`src/rtl/adc_avg_pkg.sv`:
```
// Shared constants and helpers for the ADC channel averager.
package adc_avg_pkg;

  // Channel index width used on every channel-select and channel-tag port.
  localparam int CH_W = 3;

  // Default build parameters.
  localparam int DEF_NCHAN    = 2;
  localparam int DEF_LOG2_AVG = 2;
  localparam int DEF_DW       = 12;

  // Accumulator width: wide enough to hold 2^log2_avg full-scale samples.
  function automatic int acc_width(input int dw, input int log2_avg);
    return dw + log2_avg;
  endfunction

endpackage

```
`src/rtl/adc_avg_lane.sv`:
```
// One channel's boxcar accumulator: sums samples and flags the sample
// that completes a 2^LOG2_AVG average, presenting the truncated mean.
module adc_avg_lane
  import adc_avg_pkg::*;
#(
  parameter int DW       = DEF_DW,
  parameter int LOG2_AVG = DEF_LOG2_AVG
) (
  input  logic          clk,
  input  logic          reset,
  input  logic          sample_valid_i,
  input  logic [DW-1:0] sample_i,
  output logic          done_o,
  output logic [DW-1:0] result_o
);

  localparam int AW = acc_width(DW, LOG2_AVG);
  localparam int CW = LOG2_AVG + 1;
  localparam logic [CW-1:0] CNT_FULL = CW'(1'b1) << LOG2_AVG;

  logic [AW-1:0] acc_q, acc_d, sum_s;
  logic [CW-1:0] cnt_q, cnt_d, cnt_inc_s;
  logic          done_s;

  // Running sum including the incoming sample; the completing sample is
  // folded in here so the result needs no extra cycle.
  always_comb begin
    sum_s     = acc_q + AW'(sample_i);
    cnt_inc_s = cnt_q + CW'(1'b1);
    done_s    = sample_valid_i && (cnt_inc_s == CNT_FULL);
    acc_d     = acc_q;
    cnt_d     = cnt_q;
    if (sample_valid_i) begin
      if (done_s) begin
        acc_d = '0;
        cnt_d = '0;
      end else begin
        acc_d = sum_s;
        cnt_d = cnt_inc_s;
      end
    end else begin
      acc_d = acc_q;
      cnt_d = cnt_q;
    end
  end

  // Accumulator and sample-count state.
  always_ff @(posedge clk) begin
    if (reset) begin
      acc_q <= '0;
      cnt_q <= '0;
    end else begin
      acc_q <= acc_d;
      cnt_q <= cnt_d;
    end
  end

  assign done_o   = done_s;
  // Dropping the low LOG2_AVG bits is the truncating divide.
  assign result_o = sum_s[AW-1:LOG2_AVG];

endmodule

```
`src/rtl/adc_channel_averager.sv`:
```
// Round-robin ADC channel sequencer with per-channel boxcar averaging and
// a single-entry valid/ready result register with sticky overrun.
module adc_channel_averager
  import adc_avg_pkg::*;
#(
  parameter int NCHAN    = DEF_NCHAN,
  parameter int LOG2_AVG = DEF_LOG2_AVG,
  parameter int DW       = DEF_DW
) (
  input  logic            clk,
  input  logic            reset,
  output logic [CH_W-1:0] adc_channel,
  input  logic [DW-1:0]   adc_data,
  input  logic            adc_ready,
  output logic [DW-1:0]   out_data,
  output logic [CH_W-1:0] out_channel,
  output logic            out_valid,
  input  logic            out_ready,
  output logic            overrun
);

  logic [CH_W-1:0] sel_q, sel_d, prev_q, prev_d;
  logic            prime_q, prime_d;

  logic [NCHAN-1:0] lane_done_s;
  logic [DW-1:0]    lane_result_s [NCHAN];
  logic             new_valid_s;
  logic [DW-1:0]    new_data_s;

  logic [DW-1:0]   out_data_q, out_data_d;
  logic [CH_W-1:0] out_channel_q, out_channel_d;
  logic            out_valid_q, out_valid_d;
  logic            overrun_q, overrun_d;

  // Advance the requested channel each frame; the converter answers one
  // frame late, so the returned sample belongs to the previous request.
  always_comb begin
    sel_d   = sel_q;
    prev_d  = prev_q;
    prime_d = prime_q;
    if (adc_ready) begin
      prev_d  = sel_q;
      sel_d   = (sel_q == CH_W'(NCHAN - 1)) ? '0 : sel_q + CH_W'(1'b1);
      prime_d = 1'b0;
    end else begin
      sel_d   = sel_q;
      prev_d  = prev_q;
      prime_d = prime_q;
    end
  end

  // Sequencer state; prime marks the first frame whose channel is unknown.
  always_ff @(posedge clk) begin
    if (reset) begin
      sel_q   <= '0;
      prev_q  <= '0;
      prime_q <= 1'b1;
    end else begin
      sel_q   <= sel_d;
      prev_q  <= prev_d;
      prime_q <= prime_d;
    end
  end

  for (genvar c = 0; c < NCHAN; c++) begin : g_lane
    logic lane_valid_s;
    assign lane_valid_s = adc_ready && !prime_q && (prev_q == CH_W'(c));

    adc_avg_lane #(
      .DW       (DW),
      .LOG2_AVG (LOG2_AVG)
    ) u_lane (
      .clk            (clk),
      .reset          (reset),
      .sample_valid_i (lane_valid_s),
      .sample_i       (adc_data),
      .done_o         (lane_done_s[c]),
      .result_o       (lane_result_s[c])
    );
  end

  // At most one lane completes per frame, so an AND-OR mux picks its result.
  always_comb begin
    new_data_s  = '0;
    new_valid_s = |lane_done_s;
    for (int c = 0; c < NCHAN; c++) begin
      new_data_s = new_data_s | (lane_result_s[c] & {DW{lane_done_s[c]}});
    end
  end

  // Output register: load when free or being drained, otherwise drop the
  // new result and flag overrun while keeping the held one intact.
  always_comb begin
    out_data_d    = out_data_q;
    out_channel_d = out_channel_q;
    out_valid_d   = out_valid_q;
    overrun_d     = overrun_q;
    if (new_valid_s) begin
      if (!out_valid_q || out_ready) begin
        out_data_d    = new_data_s;
        out_channel_d = prev_q;
        out_valid_d   = 1'b1;
      end else begin
        overrun_d = 1'b1;
      end
    end else if (out_valid_q && out_ready) begin
      out_valid_d = 1'b0;
    end else begin
      out_valid_d = out_valid_q;
    end
  end

  // Result register state.
  always_ff @(posedge clk) begin
    if (reset) begin
      out_data_q    <= '0;
      out_channel_q <= '0;
      out_valid_q   <= 1'b0;
      overrun_q     <= 1'b0;
    end else begin
      out_data_q    <= out_data_d;
      out_channel_q <= out_channel_d;
      out_valid_q   <= out_valid_d;
      overrun_q     <= overrun_d;
    end
  end

  assign adc_channel = sel_q;
  assign out_data    = out_data_q;
  assign out_channel = out_channel_q;
  assign out_valid   = out_valid_q;
  assign overrun     = overrun_q;

endmodule

```
`config.mk`:
```
export PLATFORM = sky130hd
export DESIGN_NAME = adc_channel_averager
export DESIGN_NICKNAME = d
export VERILOG_FILES = /design/src/rtl/adc_avg_pkg.sv /design/src/rtl/adc_avg_lane.sv /design/src/rtl/adc_channel_averager.sv
export SDC_FILE = /design/constraint.sdc
export NUM_CORES = 1
export LEC_CHECK = 0
export CAP_MARGIN = 20
export CORE_ASPECT_RATIO = 0.8
export CORE_UTILIZATION = 61
export CTS_BUF_LIST = sky130_fd_sc_hd__clkbuf_4 sky130_fd_sc_hd__clkbuf_8 sky130_fd_sc_hd__clkbuf_16
export DETAILED_ROUTE_END_ITERATION = 10
export PLACE_DENSITY_LB_ADDON = 0.2
export SYNTH_ARGS = -nofsm -noshare
export SYNTH_HDL_FRONTEND = slang
export SYNTH_SLANG_ARGS = --single-unit
```
`constraint.sdc`:
```
create_clock -name clk -period 6.6 [get_ports clk]
set_input_delay 1.32 -clock clk [delete_from_list [all_inputs] [get_ports clk]]
set_output_delay 1.32 -clock clk [all_outputs]
set_load 0.01 [all_outputs]
```
==> results of run 1 <==
-- power groups by stage --
stage | combinational, W | clock (W) | sequential, W
CTS | 0.000104 | 0.000329 | 0.000362
finish | 0.000105 | 0.000323 | 0.000363
floorplan | 0.0000738 | 0 | 0.000369
detailed placement | 0.000103 | 0 | 0.000370
global route | 0.000116 | 0.000341 | 0.000363
global placement | 0.0000996 | 0 | 0.000370
-- worst min-delay path by stage --
stage                                 to  slack, ns  cells past startpoint
6_report       g_lane[0].u_lane.cnt_q[1]       0.48                      2
5_1_grt                   out_channel[0]       0.49                      2
4_1_cts        g_lane[0].u_lane.cnt_q[1]       0.48                      2
3_5_place_dp                     overrun       0.47                      2
3_3_place_gp                     overrun       0.45                      2
2_1_floorplan  g_lane[1].u_lane.acc_q[9]       0.44                      2
-- registers in the layout, summed over array words and instances (netlist names) --
name and cells:
g_lane.u_lane.acc_q 28, out_data 12, g_lane.u_lane.cnt_q 6, adc_channel 3
out_channel 3, prev_q 3, out_valid 1, overrun 1
prime_q 1
-- cells in the mapped netlist, types with 2 or more instances --
| cell type | n |
|---|---|
| sky130_fd_sc_hd__a221oi_1 | 7 |
| sky130_fd_sc_hd__nor2b_1 | 3 |
| sky130_fd_sc_hd__a221oi_2 | 2 |
| sky130_fd_sc_hd__or3_1 | 2 |
| sky130_fd_sc_hd__o21bai_1 | 4 |
| sky130_fd_sc_hd__o21ai_0 | 8 |
| sky130_fd_sc_hd__dfxtp_1 | 58 |
| sky130_fd_sc_hd__and2_1 | 2 |
| sky130_fd_sc_hd__o2111ai_1 | 2 |
| sky130_fd_sc_hd__o21a_1 | 5 |
| sky130_fd_sc_hd__a21oi_2 | 3 |
| sky130_fd_sc_hd__nor3_2 | 2 |
| sky130_fd_sc_hd__a21o_1 | 11 |
| sky130_fd_sc_hd__nand4_1 | 2 |
| sky130_fd_sc_hd__o31a_1 | 2 |
| sky130_fd_sc_hd__nor3_1 | 5 |
| sky130_fd_sc_hd__xnor2_1 | 14 |
| sky130_fd_sc_hd__o21ai_1 | 16 |
| sky130_fd_sc_hd__nand2b_1 | 4 |
| sky130_fd_sc_hd__xor2_1 | 10 |
| sky130_fd_sc_hd__nor2_2 | 2 |
| sky130_fd_sc_hd__nand2_1 | 22 |
| sky130_fd_sc_hd__mux2i_1 | 4 |
| sky130_fd_sc_hd__inv_1 | 12 |
| sky130_fd_sc_hd__a21oi_1 | 26 |
| sky130_fd_sc_hd__and3_1 | 4 |
| sky130_fd_sc_hd__clkbuf_1 | 7 |
| sky130_fd_sc_hd__ha_1 | 28 |
| sky130_fd_sc_hd__nor2_1 | 59 |
| sky130_fd_sc_hd__buf_4 | 2 |
| sky130_fd_sc_hd__nand3_1 | 7 |
| sky130_fd_sc_hd__buf_2 | 4 |
| sky130_fd_sc_hd__a22oi_1 | 22 |
| sky130_fd_sc_hd__and4_1 | 2 |
| sky130_fd_sc_hd__nand3b_1 | 2 |
| sky130_fd_sc_hd__fa_1 | 2 |
-- cell type report --
class	count	area [sq um]
clock inverters	5	55.1
multi-input cells	308	2140
fillers	434	1440
clock buffers	11	139
inverters	12	45.0
well taps	78	97.6
repair buffers	36	357
flip-flops and latches	58	1160
-- critical path, delay by kind of cell --
kind / cells / cell delay, ns
buf+inv: 1 / 0.64
simple gates: 5 / 1.83
compound gates: 2 / 0.38
-- cells by family (layout without fill, tap and decap cells) --
kind of cell	after synthesis	after routing	synth area share
compound gates	121	121	0.248
fa+ha+maj	30	30	0.114
flops	58	58	0.338
simple gates	128	128	0.185
buf+inv	28	64	0.0397
mux	5	5	0.0149
xor+xnor	24	24	0.0612
-- metal layers --
metal  share of wire  up-vias  wire (microns)
met5               0        -               0
met4           0.024        0             196
met3           0.065       17             533
met2            0.45      118            3720
met1            0.46     1416            3800
li1                -     1499               -
-- stage by stage --
step | power, W | utilization | setup slack [ns] | std cells | hold WS, ns
after global routing | 0.000821 | 0.735 | 2.43 | 508 | 0.488
after detailed placement | 0.000473 | 0.697 | 2.32 | 491 | 0.470
final | 0.000790 | 0.735 | 2.65 | 508 | 0.478
after CTS | 0.000796 | 0.733 | 2.69 | 507 | 0.482
after global placement | 0.000470 | 0.697 | 2.40 | 491 | 0.454
after floorplan | 0.000443 | - | 3.50 | 394 | 0.436
==> metrics.md, run 1 <==
| Metric | Value |
|---|---|
| Fraction of power consumed by sequential logic | `0.459` |
| Post-route DRC violation count | `0` |
| Final design instance area without fill | `3990 sq um` |
| Vias | `3050` |
| Routability-driven placement congestion ratio | `0.892` |
| Fraction of layout cells with a size suffix above 1 | `0.0884` |
| Synth unique cells | `63` |
| Vias/cell | `6.00` |
| Max FO, Critical Path | `20` |
| Slowest Stage Delay on Critical Path | `0.64 ns` |
| Die Span Y | `69.1 microns` |
| Startpoint types | `input port` |
| Chip Width | `85.9 microns` |
| Leading cell types by total area after synthesis | `sky130_fd_sc_hd__dfxtp_1 34%, sky130_fd_sc_hd__ha_1 10%, sky130_fd_sc_hd__nor2_1 6.4%` |
| Setup crit end | `out_data[7]` |
| Mean routed wirelength per cell | `16.2 microns` |
| Result of the run | `finished clean` |
| Flops & latches, synth | `58` |
| Clock edge transition at the registers on the reported setup and hold paths | `0.06 ns` |
| Switching power as a share of total power | `0.263` |
| Worst-skew pair later-pin latency | `0.34 ns` |
| Root buf cell | `sky130_fd_sc_hd__clkbuf_8` |
| Setup crit end kind | `flip-flop` |
| Initial Util | `0.632` |
| Hold-fix buffer count after cts | `0` |
| Number of primary I/O pins | `36` |
| Port buffer count | `35` |
| Clock buffer depth | `2` |
| Final cycle utilization of the critical path | `0.599` |
| Proportion of register bits with asynchronous set or reset after synthesis | `0` |
| Instance area at placement | `3790 sq um` |
| Cell depth of the worst flop-to-flop path | `7` |
| Final number of max-transition violations | `0` |
| HPWL after detailed placement | `5.89 mm` |
| Clock sinks | `58` |
| Cell type with the highest aggregate area in the netlist | `sky130_fd_sc_hd__dfxtp_1` |
| Max-cap violations | `0` |
| Remaining antenna violation count after routing | `0` |
| # resized after CTS | `0` |
| Critical path, cell by cell | `clkdlybuf4s50_1 > nor4b_4 > nand2_2 > nor2_4 > nor2_2 > nor2b_2 > o32ai_1 > a41o_1` |
| TritonCTS clock tree | `built` |
| Setup TNS | `0 ns` |
| Transition time at the pin with the least slew margin | `1.00 ns` |
| Syn avg cell area | `8.72 sq um` |
| Cells after synthesis | `394` |
| Net load switching power | `0.000208 W` |
| Final setup violation count | `0` |
| Leading cell type in the layout, fill and taps excluded | `sky130_fd_sc_hd__nor2_1` |
| Worst path slowest cell | `sky130_fd_sc_hd__clkdlybuf4s50_1` |
| Post-CTS setup-driven buffer insertion count | `0` |
| Pin count of the biggest net entering global routing | `50` |
| Worst min-delay path startpoint | `g_lane[0].u_lane.cnt_q[1]` |
| Grt met2 use | `0.465` |
| Synth-to-Final Area Change | `16.2%` |
| Diodes inserted | `0` |
| First-pass GRT wire length | `13.9 mm` |
| Met3 track demand over resource in global routing | `0.0587` |
| Startpoint of the most critical register-to-register path | `prev_q[1]` |
| Portion of total power attributed to combinational logic | `0.133` |
| Slew headroom | `0.327` |
| Proportion of power drawn by the clock network | `0.408` |
| Endpoints failing hold | `0` |
| Post-Syn Nets | `440` |
| Peak supply drop | `153 uV` |
| Reg-to-Reg End | `out_data[7]` |
| Number of DRC markers in iteration 0 | `242` |
| Pwr per Cell Area | `198 nW/um^2` |
| Critical Path Source | `adc_ready` |
| Count of warnings emitted by yosys | `0` |
| H-tree lvl count | `3` |
| Max Freq | `253 MHz` |
| Clock skew | `0.00881 ns` |
| LEAKAGE | `1.66 nW` |
| Busiest layer in global routing | `met2` |
| Unrepaired setup endpoints after global routing | `no` |
| Placeable core area | `5440 sq um` |
| Wire length after detailed routing | `8.25 mm` |
| Arrival time at the worst endpoint | `4.18 ns` |
| Drt pass-1 iters | `4` |
| Post-synthesis sequential area ratio | `0.338` |
| Post-synth top area share | `0.338` |
| Vias in the first global route | `2891` |
| Min-Delay Path Class | `flip-flop to flip-flop` |
| Power Internal | `0.000582 W` |
| Number of flops mapped to enable cells by yosys | `0` |
| GRT Overall Usage | `0.300` |
| Critical path data required time | `6.83 ns` |
| Number of cell rows | `24` |
| R2R Setup Slk | `3.91 ns` |
| Critical path class | `input port to flip-flop` |
| Final worst path period need | `3.95 ns` |
| Overflow after GRT | `0` |
| Global routing usage on met1 | `0.413` |
| CTS Buf Count | `9` |
| Top_reg_cell synth | `sky130_fd_sc_hd__dfxtp_1` |
| Synthesized area | `3440 sq um` |
| Die outline area | `5940 sq um` |
| Commonest non-fill, non-tap cells in the layout | `59 x sky130_fd_sc_hd__nor2_1, 58 x sky130_fd_sc_hd__dfxtp_1, 34 x sky130_fd_sc_hd__clkdlybuf4s50_1` |
| Number of antenna violations at the first check in global routing | `0` |
| Net total in the final layout | `471` |
No activity file was read; power rests on OpenSTA's default activity.
==> inputs of run 2 (changes only) <==
Settings changed: CORE_UTILIZATION 61 to 57.
Clock period 6.6 ns to 3.92 ns, I/O delays scaled along.
==> metrics.md, run 2 (synthesis results as in run 1) <==
| Metric | Value |
|---|---|
| Root buf cell | `sky130_fd_sc_hd__clkbuf_8` |
| Cell depth of the worst flop-to-flop path | `10` |
| Peak supply drop | `205 uV` |
| Clock buffer depth | `2` |
| Switching power as a share of total power | `0.251` |
| Slew headroom | `0.492` |
| Drt pass-1 iters | `5` |
| Port buffer count | `35` |
| Routability-driven placement congestion ratio | `0.881` |
| Worst-skew pair later-pin latency | `0.35 ns` |
| Die outline area | `6340 sq um` |
| Final cycle utilization of the critical path | `0.796` |
| Setup crit end kind | `flip-flop` |
| Clock sinks | `58` |
| Vias | `3033` |
| Vias/cell | `5.90` |
| Critical path class | `input port to flip-flop` |
| Post-route DRC violation count | `0` |
| Wire length after detailed routing | `8.36 mm` |
| Unrepaired setup endpoints after global routing | `no` |
| Remaining antenna violation count after routing | `0` |
| Critical path, cell by cell | `clkdlybuf4s50_1 > nor4b_4 > and2b_4 > and2_4 > nor2_2 > nor2b_2 > buf_4 > o21ai_0 > o21ai_1` |
| Worst path slowest cell | `sky130_fd_sc_hd__clkdlybuf4s50_1` |
| Portion of total power attributed to combinational logic | `0.125` |
| Arrival time at the worst endpoint | `3.40 ns` |
| Setup TNS | `0 ns` |
| Net total in the final layout | `477` |
| Number of primary I/O pins | `36` |
| Final setup violation count | `0` |
| Amount of wire on met2 after detailed routing | `3.58 mm` |
| Instance count along the most critical hold path | `2` |
| Critical path data required time | `4.20 ns` |
| Startpoint types | `input port` |
| Hold-fix buffer count after cts | `0` |
| Max reg flops | `28` |
| Routed length on met3 | `697 microns` |
| Reg-to-Reg End | `out_data[10]` |
| Placeable core area | `5620 sq um` |
| Number of antenna violations at the first check in global routing | `0` |
| Worst min-delay path startpoint | `g_lane[1].u_lane.acc_q[9]` |
| Fraction of power consumed by sequential logic | `0.424` |
| Commonest non-fill, non-tap cells in the layout | `59 x sky130_fd_sc_hd__nor2_1, 58 x sky130_fd_sc_hd__dfxtp_1, 35 x sky130_fd_sc_hd__clkdlybuf4s50_1` |
| Routed metal-1 wire length | `3.96 mm` |
| Highest layer used for signal routing | `met4` |
| Power Internal | `0.00108 W` |
| Chip Width | `88.8 microns` |
| HPWL after detailed placement | `5.76 mm` |
| R2R Setup Slk | `1.43 ns` |
| Endpoints failing hold | `0` |
| Proportion of power drawn by the clock network | `0.451` |
| TritonCTS clock tree | `built` |
| Post-CTS setup-driven buffer insertion count | `0` |
| Startpoint of the most critical register-to-register path | `g_lane[0].u_lane.acc_q[0]` |
| Number of cell rows | `24` |
| Clock edge transition at the registers on the reported setup and hold paths | `0.07 ns` |
| Number of DRC markers in iteration 0 | `189` |
| Max FO, Critical Path | `14` |
| Max-cap violations | `0` |
| H-tree lvl count | `3` |
| Result of the run | `finished clean` |
| Pin count of the biggest net entering global routing | `49` |
| Register containing the most flip-flops in the final layout | `g_lane.u_lane.acc_q` |
| Hold worst-path end | `g_lane[1].u_lane.acc_q[9]` |
| Synth-to-Final Area Change | `18.7%` |
| Slowest Stage Delay on Critical Path | `0.62 ns` |
| Fin util | `0.726` |
| Leading cell type in the layout, fill and taps excluded | `sky130_fd_sc_hd__nor2_1` |
| Initial Util | `0.612` |
| Pwr per Cell Area | `353 nW/um^2` |
| Mean routed wirelength per cell | `16.3 microns` |
| Diodes inserted | `0` |
| GRT Overall Usage | `0.291` |
| Clock skew | `0.00890 ns` |
| # resized after CTS | `0` |
| Net load switching power | `0.000362 W` |
| Vias in the first global route | `2865` |
| Final number of max-transition violations | `0` |
| Final worst path period need | `3.12 ns` |
| LEAKAGE | `1.71 nW` |
| CTS Buf Count | `9` |
| Filler instances | `465` |
| First-pass GRT wire length | `13.8 mm` |
| Min-Delay Path Class | `flip-flop to flip-flop` |
| Max Freq | `321 MHz` |
| Transition time at the pin with the least slew margin | `0.761 ns` |
| Overflow after GRT | `0` |
| Fraction of layout cells with a size suffix above 1 | `0.0986` |
| Die Span Y | `71.4 microns` |
run 2: power groups by stage:
| stage | Sequential, W | Clock, W | Combinational, W |
|---|---|---|---|
| final | 0.000610 | 0.000649 | 0.000180 |
| after detailed placement | 0.000623 | 0 | 0.000174 |
| after global routing | 0.000611 | 0.000678 | 0.000198 |
| after floorplan | 0.000622 | 0 | 0.000124 |
| after CTS | 0.000610 | 0.000653 | 0.000177 |
| after global placement | 0.000623 | 0 | 0.000171 |
run 2: critical path, delay by kind of cell:
family | cells | cell delay, ns
AO/OA/AOI/OAI | 2 | 0.22
AND/OR/NAND/NOR | 5 | 1.51
buffers and inverters | 2 | 0.88
run 2: area by class of cell:
class | instances | area [sq um] | area share
tap | 78 | 97.6 | 0.0239
clock buffer | 12 | 159 | 0.0390
sequential | 58 | 1160 | 0.285
timing repair buffer | 42 | 403 | 0.0988
multi-input combinational | 308 | 2140 | 0.524
inverter | 12 | 45.0 | 0.0110
clock inverter | 4 | 73.8 | 0.0181
run 2: worst max-delay path by stage:
stage                      from                         end  cells past startpoint
global placement      adc_ready                out_data[11]                      9
detailed placement    adc_ready                out_data[11]                      9
CTS                   adc_ready                out_data[11]                      9
floorplan           adc_data[0]  g_lane[1].u_lane.acc_q[12]                     10
finish                adc_ready                out_data[11]                      9
global route          adc_ready                out_data[11]                      9
run 2: per-layer routing:
layer	global-route usage	up-vias
li1	-	1506
met1	0.410	1389
met2	0.422	123
met3	0.0668	15
met4	0.129	0
met5	0	-
run 2: stage by stage:
step                instances  hold WS (ns)  cell area, sq um  setup WS, ns  total power, W
global placement          497         0.444              3840         0.505        0.000794
detailed placement        497         0.453              3840         0.450        0.000798
floorplan                 394         0.436              3440          1.36        0.000746
CTS                       513         0.464              4070         0.797         0.00144
global route              514         0.502              4080         0.599         0.00149
finish                    514         0.466              4080         0.801         0.00144
